**config.mk**
```make
export PLATFORM = sky130hd
export DESIGN_NAME = tile_bank_response_merger
export DESIGN_NICKNAME = d
export VERILOG_FILES = /design/src/rtl/tile_bank_response_merger.sv
export SDC_FILE = /design/constraint.sdc
export NUM_CORES = 1
export LEC_CHECK = 0
export ABC_CLOCK_PERIOD_IN_PS = 4700
export BUFFER_PORTS_ARGS = -buffer_cell sky130_fd_sc_hd__buf_2
export CAP_MARGIN = 20
export CORE_UTILIZATION = 35
export CTS_CLUSTER_DIAMETER = 60
export DETAILED_ROUTE_END_ITERATION = 10
export SLEW_MARGIN = 0
export SYNTH_ARGS = -nofsm -noshare
export SYNTH_HDL_FRONTEND = slang
export SYNTH_SLANG_ARGS = --single-unit
```
**constraint.sdc**
```tcl
create_clock -name clk -period 4.7 [get_ports clk]
set_input_delay 0.94 -clock clk [delete_from_list [all_inputs] [get_ports clk]]
set_output_delay 0.94 -clock clk [all_outputs]
set_load 0.03 [all_outputs]
```
**src/rtl/tile_bank_response_merger.sv**
```systemverilog
// rtl/tile_bank_response_merger.sv - reorders tagged bank read responses back into issue order
// Optional same-cycle head bypass from a matching response: define GRIDX_MERGE_BYPASS_EN.
module tile_bank_response_merger #(
  parameter int ADDR_BITS   = 8,
  parameter int NUM_BANKS   = 8,
  parameter int DATA_BITS   = 8,
  parameter int ROB_DEPTH   = 4,
  parameter int BANK_BITS   = $clog2(NUM_BANKS),
  parameter int OFFSET_BITS = ADDR_BITS - BANK_BITS,
  parameter int TAG_BITS    = $clog2(ROB_DEPTH)
) (
  input  logic                           clk,
  input  logic                           reset,
  input  logic                           issue_valid,
  output logic                           issue_ready,
  input  logic [BANK_BITS-1:0]           issue_bank,
  input  logic [OFFSET_BITS-1:0]         issue_offset,
  output logic [TAG_BITS-1:0]            issue_tag,
  input  logic [NUM_BANKS-1:0]           resp_valid,
  input  logic [NUM_BANKS*TAG_BITS-1:0]  resp_tag,
  input  logic [NUM_BANKS*DATA_BITS-1:0] resp_data,
  output logic                           out_valid,
  input  logic                           out_ready,
  output logic [ADDR_BITS-1:0]           out_address,
  output logic [DATA_BITS-1:0]           out_data,
  output logic [TAG_BITS:0]              occupancy,
  output logic                           spurious_resp
);

  typedef enum logic [1:0] {
    ENTRY_EMPTY,
    ENTRY_PENDING,
    ENTRY_DONE
  } entry_state_t;

  localparam logic [TAG_BITS:0] FULL_COUNT = (TAG_BITS + 1)'(ROB_DEPTH);

  entry_state_t           entry_state  [ROB_DEPTH];
  logic [BANK_BITS-1:0]   entry_bank   [ROB_DEPTH];
  logic [OFFSET_BITS-1:0] entry_offset [ROB_DEPTH];
  logic [DATA_BITS-1:0]   entry_data   [ROB_DEPTH];

  logic [TAG_BITS-1:0] head;
  logic [TAG_BITS-1:0] tail;
  logic [TAG_BITS:0]   count;
  logic                spurious_q;

  logic [ROB_DEPTH-1:0] hit;
  logic [DATA_BITS-1:0] hit_data [ROB_DEPTH];
  logic                 drop_any;
  logic                 head_done;
  logic                 issue_fire;
  logic                 pop;
  logic [DATA_BITS-1:0] head_data;

  // Banks are scanned in ascending order so the lowest bank claims a tag first;
  // any later hit on that tag, or on a non-PENDING entry, is dropped.
  always_comb begin
    hit      = '0;
    drop_any = 1'b0;
    for (int e = 0; e < ROB_DEPTH; e++) begin
      hit_data[e] = '0;
    end
    for (int b = 0; b < NUM_BANKS; b++) begin
      if (resp_valid[b]) begin
        if (entry_state[resp_tag[b*TAG_BITS +: TAG_BITS]] == ENTRY_PENDING &&
            !hit[resp_tag[b*TAG_BITS +: TAG_BITS]]) begin
          hit[resp_tag[b*TAG_BITS +: TAG_BITS]]      = 1'b1;
          hit_data[resp_tag[b*TAG_BITS +: TAG_BITS]] = resp_data[b*DATA_BITS +: DATA_BITS];
        end else begin
          drop_any = 1'b1;
        end
      end
    end
  end

  assign head_done = (entry_state[head] == ENTRY_DONE);

`ifdef GRIDX_MERGE_BYPASS_EN
  logic bypass_hit;
  assign bypass_hit = (entry_state[head] == ENTRY_PENDING) && hit[head];
  assign out_valid  = head_done || bypass_hit;
  assign head_data  = head_done ? entry_data[head] : hit_data[head];
`else
  assign out_valid  = head_done;
  assign head_data  = entry_data[head];
`endif

  assign out_data      = out_valid ? head_data : '0;
  assign out_address   = out_valid ? {entry_offset[head], entry_bank[head]} : '0;
  assign issue_ready   = (count < FULL_COUNT);
  assign issue_tag     = tail;
  assign occupancy     = count;
  assign spurious_resp = spurious_q;
  assign issue_fire    = issue_valid && issue_ready;
  assign pop           = out_valid && out_ready;

  // Pop is applied last so a bypassed head goes straight to EMPTY.
  always_ff @(posedge clk or negedge reset) begin
    if (!reset) begin
      head       <= '0;
      tail       <= '0;
      count      <= '0;
      spurious_q <= 1'b0;
      for (int e = 0; e < ROB_DEPTH; e++) begin
        entry_state[e]  <= ENTRY_EMPTY;
        entry_bank[e]   <= '0;
        entry_offset[e] <= '0;
        entry_data[e]   <= '0;
      end
    end else begin
      spurious_q <= spurious_q | drop_any;
      for (int e = 0; e < ROB_DEPTH; e++) begin
        if (hit[e]) begin
          entry_state[e] <= ENTRY_DONE;
          entry_data[e]  <= hit_data[e];
        end
      end
      if (issue_fire) begin
        entry_state[tail]  <= ENTRY_PENDING;
        entry_bank[tail]   <= issue_bank;
        entry_offset[tail] <= issue_offset;
        tail               <= tail + TAG_BITS'(1);
      end
      if (pop) begin
        entry_state[head] <= ENTRY_EMPTY;
        head              <= head + TAG_BITS'(1);
      end
      case ({issue_fire, pop})
        2'b10:   count <= count + (TAG_BITS + 1)'(1);
        2'b01:   count <= count - (TAG_BITS + 1)'(1);
        default: count <= count;
      endcase
    end
  end

endmodule

```
==> metrics.md, run 1 <==
| Metric | Value |
|---|---|
| RD Place Congestion | `0.977` |
| GRT overflow | `0` |
| Reg2reg setup slack | `1090 ps` |
| Leakage power | `3.22 nW` |
| H-tree lvl count | `3` |
| Site row count | `48` |
| RSZ-0062 raised after global routing | `no` |
| HP Class | `reg -> reg` |
| Initial antenna violation count | `0` |
| # hold bufs at CTS | `0` |
| CP Data Arrival Time | `4140 ps` |
| Final ANT Viol Nets | `0` |
| Peak Freq | `0.256 GHz` |
| Layout cells sized above 1 | `0.332` |
| # setup viols final | `0` |
| Clock tree sinks | `80` |
| Setup TNS | `0 ps` |
| Clock buffer depth | `2` |
| Total CTS buffers | `9` |
| Outcome | `finished, final reports clean` |
| Worst-Margin Slew | `1090 ps` |
| Maximum fanout along the worst path | `17` |
| Total GRT Usage | `0.266` |
| FFs w/ async S/R, synth | `1.00` |
| CTS tree | `yes` |
| Routed vias | `6,467` |
| Setup crit end kind | `flip-flop` |
| Die X | `136 µm` |
| Area Overhead vs Synth | `20.4%` |
| Diode count | `0` |
| Final slew viol count | `0` |
| Final hold violation count | `0` |
| Post-CTS sizing | `0` |
| Post-synthesis sequential area ratio | `0.320` |
| # DRC | `0` |
| Min Tclk post-route | `3900 ps` |
| Yosys reg bits | `80` |
| Synth Area per Inst | `9.77 µm²` |
| Syn_nets | `751` |
| Post-synth EDFFs | `0` |
| Mapped cell area | `0.00626 mm²` |
| Clock-pin transition on the worst setup and hold timing paths | `70 ps` |
| Final Cell Area | `0.00754 mm²` |
| Initial DRC Count | `800` |
| DP Worst Slack | `537 ps` |
| Die Y | `136 µm` |
| Clk Latency, worst-skew pair | `350 ps` |
| Nets | `872` |
| DP Area | `0.00720 mm²` |
| Post-Route WL | `23,900 µm` |
| Finished Core Util | `0.433` |
| Initial core utilization | `0.360` |
| Post-CTS setup buffers | `0` |
| Max_cap viols | `0` |
| Ys flop type | `dfrtp_1` |
| TritonRoute pass-1 iters | `8` |
| Slew HR | `0.266` |
| Final WS setup | `799 ps` |
| Fin Hold WS | `494 ps` |
| IO Count | `124` |
| PwrDens | `571 mW/mm²` |
| DP HPWL | `17,000 µm` |
| Synth Instances | `641` |
| Worst VDD drop | `0.000285 V` |
| Startpoint Class | `input port` |
| Total die area | `0.0184 mm²` |
| I/O Buffers | `123` |
| CP Class | `in -> reg` |
| YS warnings | `0` |
| Final period utilization | `0.830` |
| Placed Cells | `975` |
| Tot Pwr | `4.31 mW` |
| Final std cells w/o fill | `992` |
| Largest net degree at the start of global routing | `42` |
| Vias in the first global route | `6,181` |
| First-pass GRT wire length | `36,200 µm` |
| Core area | `0.0174 mm²` |
| Filler cell count | `1,722` |
| Required @ worst endpoint | `4940 ps` |
| Root buffer cell | `clkbuf_16` |
| Clk_skew | `9.31 ps` |
| DR WL/cell | `24.0 µm` |
| Via density | `6.52` |
| Synth cell types | `72` |
-- kinds of logic (layout without fill, tap and decap cells) --
kind of cell | after synthesis | count (layout) | synth area share
DFF | 80 | 80 | 0.320
xor gates and xnor gates | 6 | 6 | 0.00839
and+or+nand+nor | 255 | 255 | 0.235
buffers and inverters | 53 | 179 | 0.0338
adders and majority gates | 10 | 10 | 0.0212
AOI/OAI and AO/OA | 163 | 163 | 0.222
muxes | 74 | 74 | 0.160
-- cells in the final DEF (no fill, tap or decap), drive strengths merged, types with 20 or more instances in the layout --
cell type	synthesis	layout
inv	19	23
nand2	54	54
a221oi	30	30
a22oi	20	20
a222oi	23	23
nor2b	23	23
nand3	52	52
mux2	48	48
dfrtp	80	80
buf	10	143
-- power breakdown --
group	internal, mW	switching (mW)
registers	1.03	0.230
clock network	0.478	0.329
logic	0.999	1.24
-- Yosys cell counts (4+ instances only) --
cell type / instances / share of area
nor4_1: 6 / 0.0060
a211oi_1: 8 / 0.0096
nand2_1: 54 / 0.032
buf_2: 4 / 0.0032
a22o_1: 8 / 0.011
a222oi_1: 23 / 0.037
inv_1: 18 / 0.011
nor3b_1: 11 / 0.013
mux2_2: 48 / 0.086
nor2b_1: 23 / 0.023
mux2i_1: 10 / 0.016
a221o_1: 13 / 0.021
a22oi_1: 20 / 0.024
a221o_2: 4 / 0.0072
nand2b_1: 9 / 0.0090
nand4b_1: 4 / 0.0056
nor2_1: 19 / 0.011
mux4_2: 16 / 0.058
a21oi_1: 11 / 0.0088
xnor2_1: 4 / 0.0056
nor4b_2: 5 / 0.012
ha_1: 9 / 0.018
o21ai_0: 18 / 0.014
nand3b_1: 11 / 0.013
a221oi_1: 30 / 0.042
nand3_1: 52 / 0.042
nor3_1: 15 / 0.012
and3_1: 12 / 0.012
clkbuf_1: 24 / 0.014
nand4_1: 9 / 0.0090
buf_1: 5 / 0.0030
dfrtp_1: 80 / 0.32
-- flip-flops by register name (all words and copies together) (netlist names) --
name and cells:
spurious_resp 1, head 2, entry_data 32, entry_bank 12, entry_state 8, entry_offset 20
issue_tag 2, occupancy 3
-- worst max-delay path: stages --
cell and delay, ps:
buf_2 180, and4bb_2 250, or4_1 690, a211oi_4 850
nor3_1 400, a221oi_1 400, nand4_1 140, a221o_1 280
-- area by class of cell --
cell class                      count  area, µm²  area share
Inverter                           19       71.3     0.00946
Clock inverter                      7        109      0.0144
Clock buffer                        9        225      0.0299
Multi-Input combinational cell    508       4080       0.541
Tap cell                          225        282      0.0373
Sequential cell                    80       2000       0.265
Timing Repair Buffer              144        776       0.103
-- per-layer routing --
layer | share of wire | track usage
met5 | 0 | 0
met4 | 0.041 | 0.124
met3 | 0.090 | 0.0438
met2 | 0.44 | 0.402
met1 | 0.43 | 0.369
-- path summary, 6_finish.rpt --
path,to,start,cells past startpoint
worst max-delay path,entry_data[10],resp_tag[0],8
max in group asynchronous,entry_bank[8],reset,2
min in group asynchronous,entry_bank[4],reset,1
worst min register to register,occupancy[0],occupancy[0],1
worst min-delay path,occupancy[0],occupancy[0],1
worst max register to register,entry_data[10],entry_state[4],7
(Power assumes the default switching activity.)
==> run 2, diff against run 1 <==
--- a/config.mk
+++ b/config.mk
@@ -5,7 +5,8 @@
 export SDC_FILE = /design/constraint.sdc
 export NUM_CORES = 1
 export LEC_CHECK = 0
-export ABC_CLOCK_PERIOD_IN_PS = 4700
+export ABC_AREA = 1
+export ABC_CLOCK_PERIOD_IN_PS = 3350
 export BUFFER_PORTS_ARGS = -buffer_cell sky130_fd_sc_hd__buf_2
 export CAP_MARGIN = 20
 export CORE_UTILIZATION = 35
==> constraint.sdc (replaced) <==
create_clock -name clk -period 3.35 [get_ports clk]
set_input_delay 0.67 -clock clk [delete_from_list [all_inputs] [get_ports clk]]
set_output_delay 0.67 -clock clk [all_outputs]
set_load 0.03 [all_outputs]
==> run 2 against run 1 <==
Compared with the run above: final area up 39%; hold slack worse by 280 ps; the run now ends with negative setup slack left; sequential cell count unchanged; register-to-register slack worse by 2200 ps; die area up 13%; utilization up 10 points; critical path type unchanged; sequential power up 39%; highest routed layer unchanged.
==> metrics.md, run 2 <==
| Metric | Value |
|---|---|
| Worst-Margin Slew | `702 ps` |
| DR WL/cell | `16.8 µm` |
| Final std cells w/o fill | `1,658` |
| Total die area | `0.0208 mm²` |
| Ys flop type | `dfrtp_1` |
| Biggest register | `entry_data` |
| Final ANT Viol Nets | `0` |
| Total CTS buffers | `9` |
| IO Count | `124` |
| Most instantiated library cell after synthesis | `nand2_1` |
| GRT overflow | `0` |
| Root buffer cell | `clkbuf_16` |
| Commonest non-fill, non-tap cell in the layout | `o21ai_0` |
| Initial antenna violation count | `1` |
| Layout cells sized above 1 | `0.383` |
| H-tree lvl count | `3` |
| Largest regs | `entry_data x32, entry_offset x20, entry_bank x12` |
| Core area | `0.0197 mm²` |
| Final period utilization | `1.34` |
| HP Class | `in -> async` |
| Worst path max stage delay | `180 ps` |
| Post-synthesis sequential area ratio | `0.283` |
| Min Tclk post-route | `4480 ps` |
| Final Cell Area | `0.0105 mm²` |
| Final hold violation count | `0` |
| CTS tree | `yes` |
| Peak Freq | `0.223 GHz` |
| Area share of the largest cell type after synthesis | `0.283` |
| Slowest cell on the critical path | `nor2_4` |
| Synth Instances | `1,099` |
| Commonest cells after routing, fill and taps aside | `o21ai_0 (186), buf_4 (167), nand2_1 (135)` |
| Setup TNS | `-44,960 ps` |
| Vias in the first global route | `8,417` |
| # DRC | `0` |
| TritonRoute pass-1 iters | `5` |
| Final WS setup | `-1130 ps` |
| Yosys reg bits | `80` |
| Most used cell, CP | `nand2_2` |
| YS warnings | `0` |
| Max_cap viols | `0` |
| Required @ worst endpoint | `3570 ps` |
| Site row count | `51` |
| DP HPWL | `19,900 µm` |
| Number of flip-flops in the largest register | `32` |
| Die X | `144 µm` |
| Total GRT Usage | `0.269` |
| R2R Path Start | `entry_state[5]` |
| Failing checks | `negative setup slack` |
| Area Overhead vs Synth | `48.4%` |
| PwrDens | `666 mW/mm²` |
| Largest net degree at the start of global routing | `81` |
| I/O Buffers | `123` |
| Syn_nets | `1,209` |
| Post-synth EDFFs | `0` |
| Outcome | `finished, violations left` |
| RD Place Congestion | `0.918` |
| Maximum fanout along the worst path | `9` |
| Nets | `1,497` |
| Die Y | `144 µm` |
| RSZ-0062 raised after global routing | `yes` |
| Mapped cell area | `0.00708 mm²` |
| Cell taking the most area after synthesis | `dfrtp_1` |
| Worst VDD drop | `0.000453 V` |
| Clock tree sinks | `80` |
| Filler cell count | `1,954` |
| Synth top cells by count | `nand2_1 (189), o21ai_0 (188), inv_1 (133)` |
| Clk_skew | `7.45 ps` |
| CP startpoint | `resp_tag[1]` |
| Via density | `5.38` |
| Clock buffer depth | `2` |
| Placed Cells | `1,578` |
| Initial DRC Count | `898` |
| Synth area leaders | `dfrtp_1 (28%), o21ai_0 (13%), nand2_1 (10%)` |
| CP Class | `in -> reg` |
| Startpoint Class | `input port` |
| Synth Area per Inst | `6.44 µm²` |
| CP Data Arrival Time | `4710 ps` |
| Final slew viol count | `0` |
| Clock-pin transition on the worst setup and hold timing paths | `60 ps` |
| # hold bufs at CTS | `0` |
| Post-Route WL | `27,900 µm` |
| Clk Latency, worst-skew pair | `340 ps` |
| DP Area | `0.00885 mm²` |
| Slew HR | `0.531` |
| Setup crit end kind | `flip-flop` |
| FFs w/ async S/R, synth | `1.00` |
| Synth cell types | `39` |
| Leakage power | `5.30 nW` |
| Initial core utilization | `0.360` |
| # setup viols final | `41` |
| First-pass GRT wire length | `43,100 µm` |
| Routed vias | `8,925` |
[run 2: cell count changes after synthesis, sizes merged, moves of 25 or more]
cell / previous run / this run
a21oi: 11 / 89
a221oi: 30 / 5
inv: 19 / 140
mux2: 48 / 0
nand2: 54 / 208
nand3: 52 / 157
nor2: 19 / 132
o21ai: 18 / 189
[run 2: power breakdown]
| group | leakage (nW) | internal, mW | switching [mW] |
|---|---|---|---|
| Clock | 0.140 | 0.578 | 0.397 |
| Sequential | 0.983 | 1.43 | 0.315 |
| Combinational | 4.18 | 1.62 | 2.65 |
[run 2: metal layers]
layer	track usage	wire length, µm	vias to the layer above
li1	-	-	4302
met2	0.445	13100	328
met5	0	0	-
met1	0.364	12500	4247
met3	0.0371	1700	48
met4	0.0765	662	0
[run 2: cell type report]
cell class	count	area (µm²)	share of cell area
diodes	1	2.50	0.000238
clock buffers	11	233	0.0222
clock inverters	5	56.3	0.00536
inverters	146	587	0.0559
multi-input cells	847	5150	0.490
flip-flops and latches	80	2010	0.191
well taps	265	332	0.0316
repair buffers	303	2140	0.204
[run 2: final timing paths]
| path | to | slack (ps) | depth (start not counted) |
|---|---|---|---|
| worst max-delay path | entry_data[4] | -1130 | 44 |
| worst min-delay path | entry_bank[7] | 220 | 1 |
| worst max register to register | entry_data[4] | -1120 | 42 |
| worst min register to register | entry_offset[12] | 480 | 2 |
| max in group asynchronous | entry_data[5] | 2510 | 2 |
| min in group clk | entry_offset[12] | 480 | 2 |
[run 2: cell families (layout without fill, tap and decap cells)]
| family | Yosys count | in the layout | share of synthesized area |
|---|---|---|---|
| compound gates | 322 | 322 | 0.246 |
| xor+xnor | 4 | 4 | 0.00495 |
| fa+ha+maj | 10 | 10 | 0.0187 |
| buf+inv | 176 | 465 | 0.103 |
| flops | 80 | 80 | 0.283 |
| other cells | 0 | 1 | 0 |
| simple gates | 507 | 511 | 0.345 |
[run 2: timing repair]
action | 4_1_cts | 5_1_grt
resized for setup | 113 | 98
pin swaps | 36 | 68
buffers inserted | 44 | 13
gates cloned | 6 | 1
setup endpoints to repair | 41 | 41
[run 2: metrics by stage]
step / worst slack, ps / hold WS (ps) / util / total power, mW
floorplan: -1160 / 374 / - / 4.13
global placement: -1520 / 462 / 0.450 / 5.39
detailed placement: -1680 / 471 / 0.450 / 5.43
CTS: -1020 / 486 / 0.507 / 6.78
global route: -1450 / 222 / 0.534 / 7.54
finish: -1130 / 219 / 0.534 / 6.99
[run 2: critical path, delay by kind of cell]
family	cells	cell delay (ps)
buffers and inverters	4	440
and+or+nand+nor	40	3590
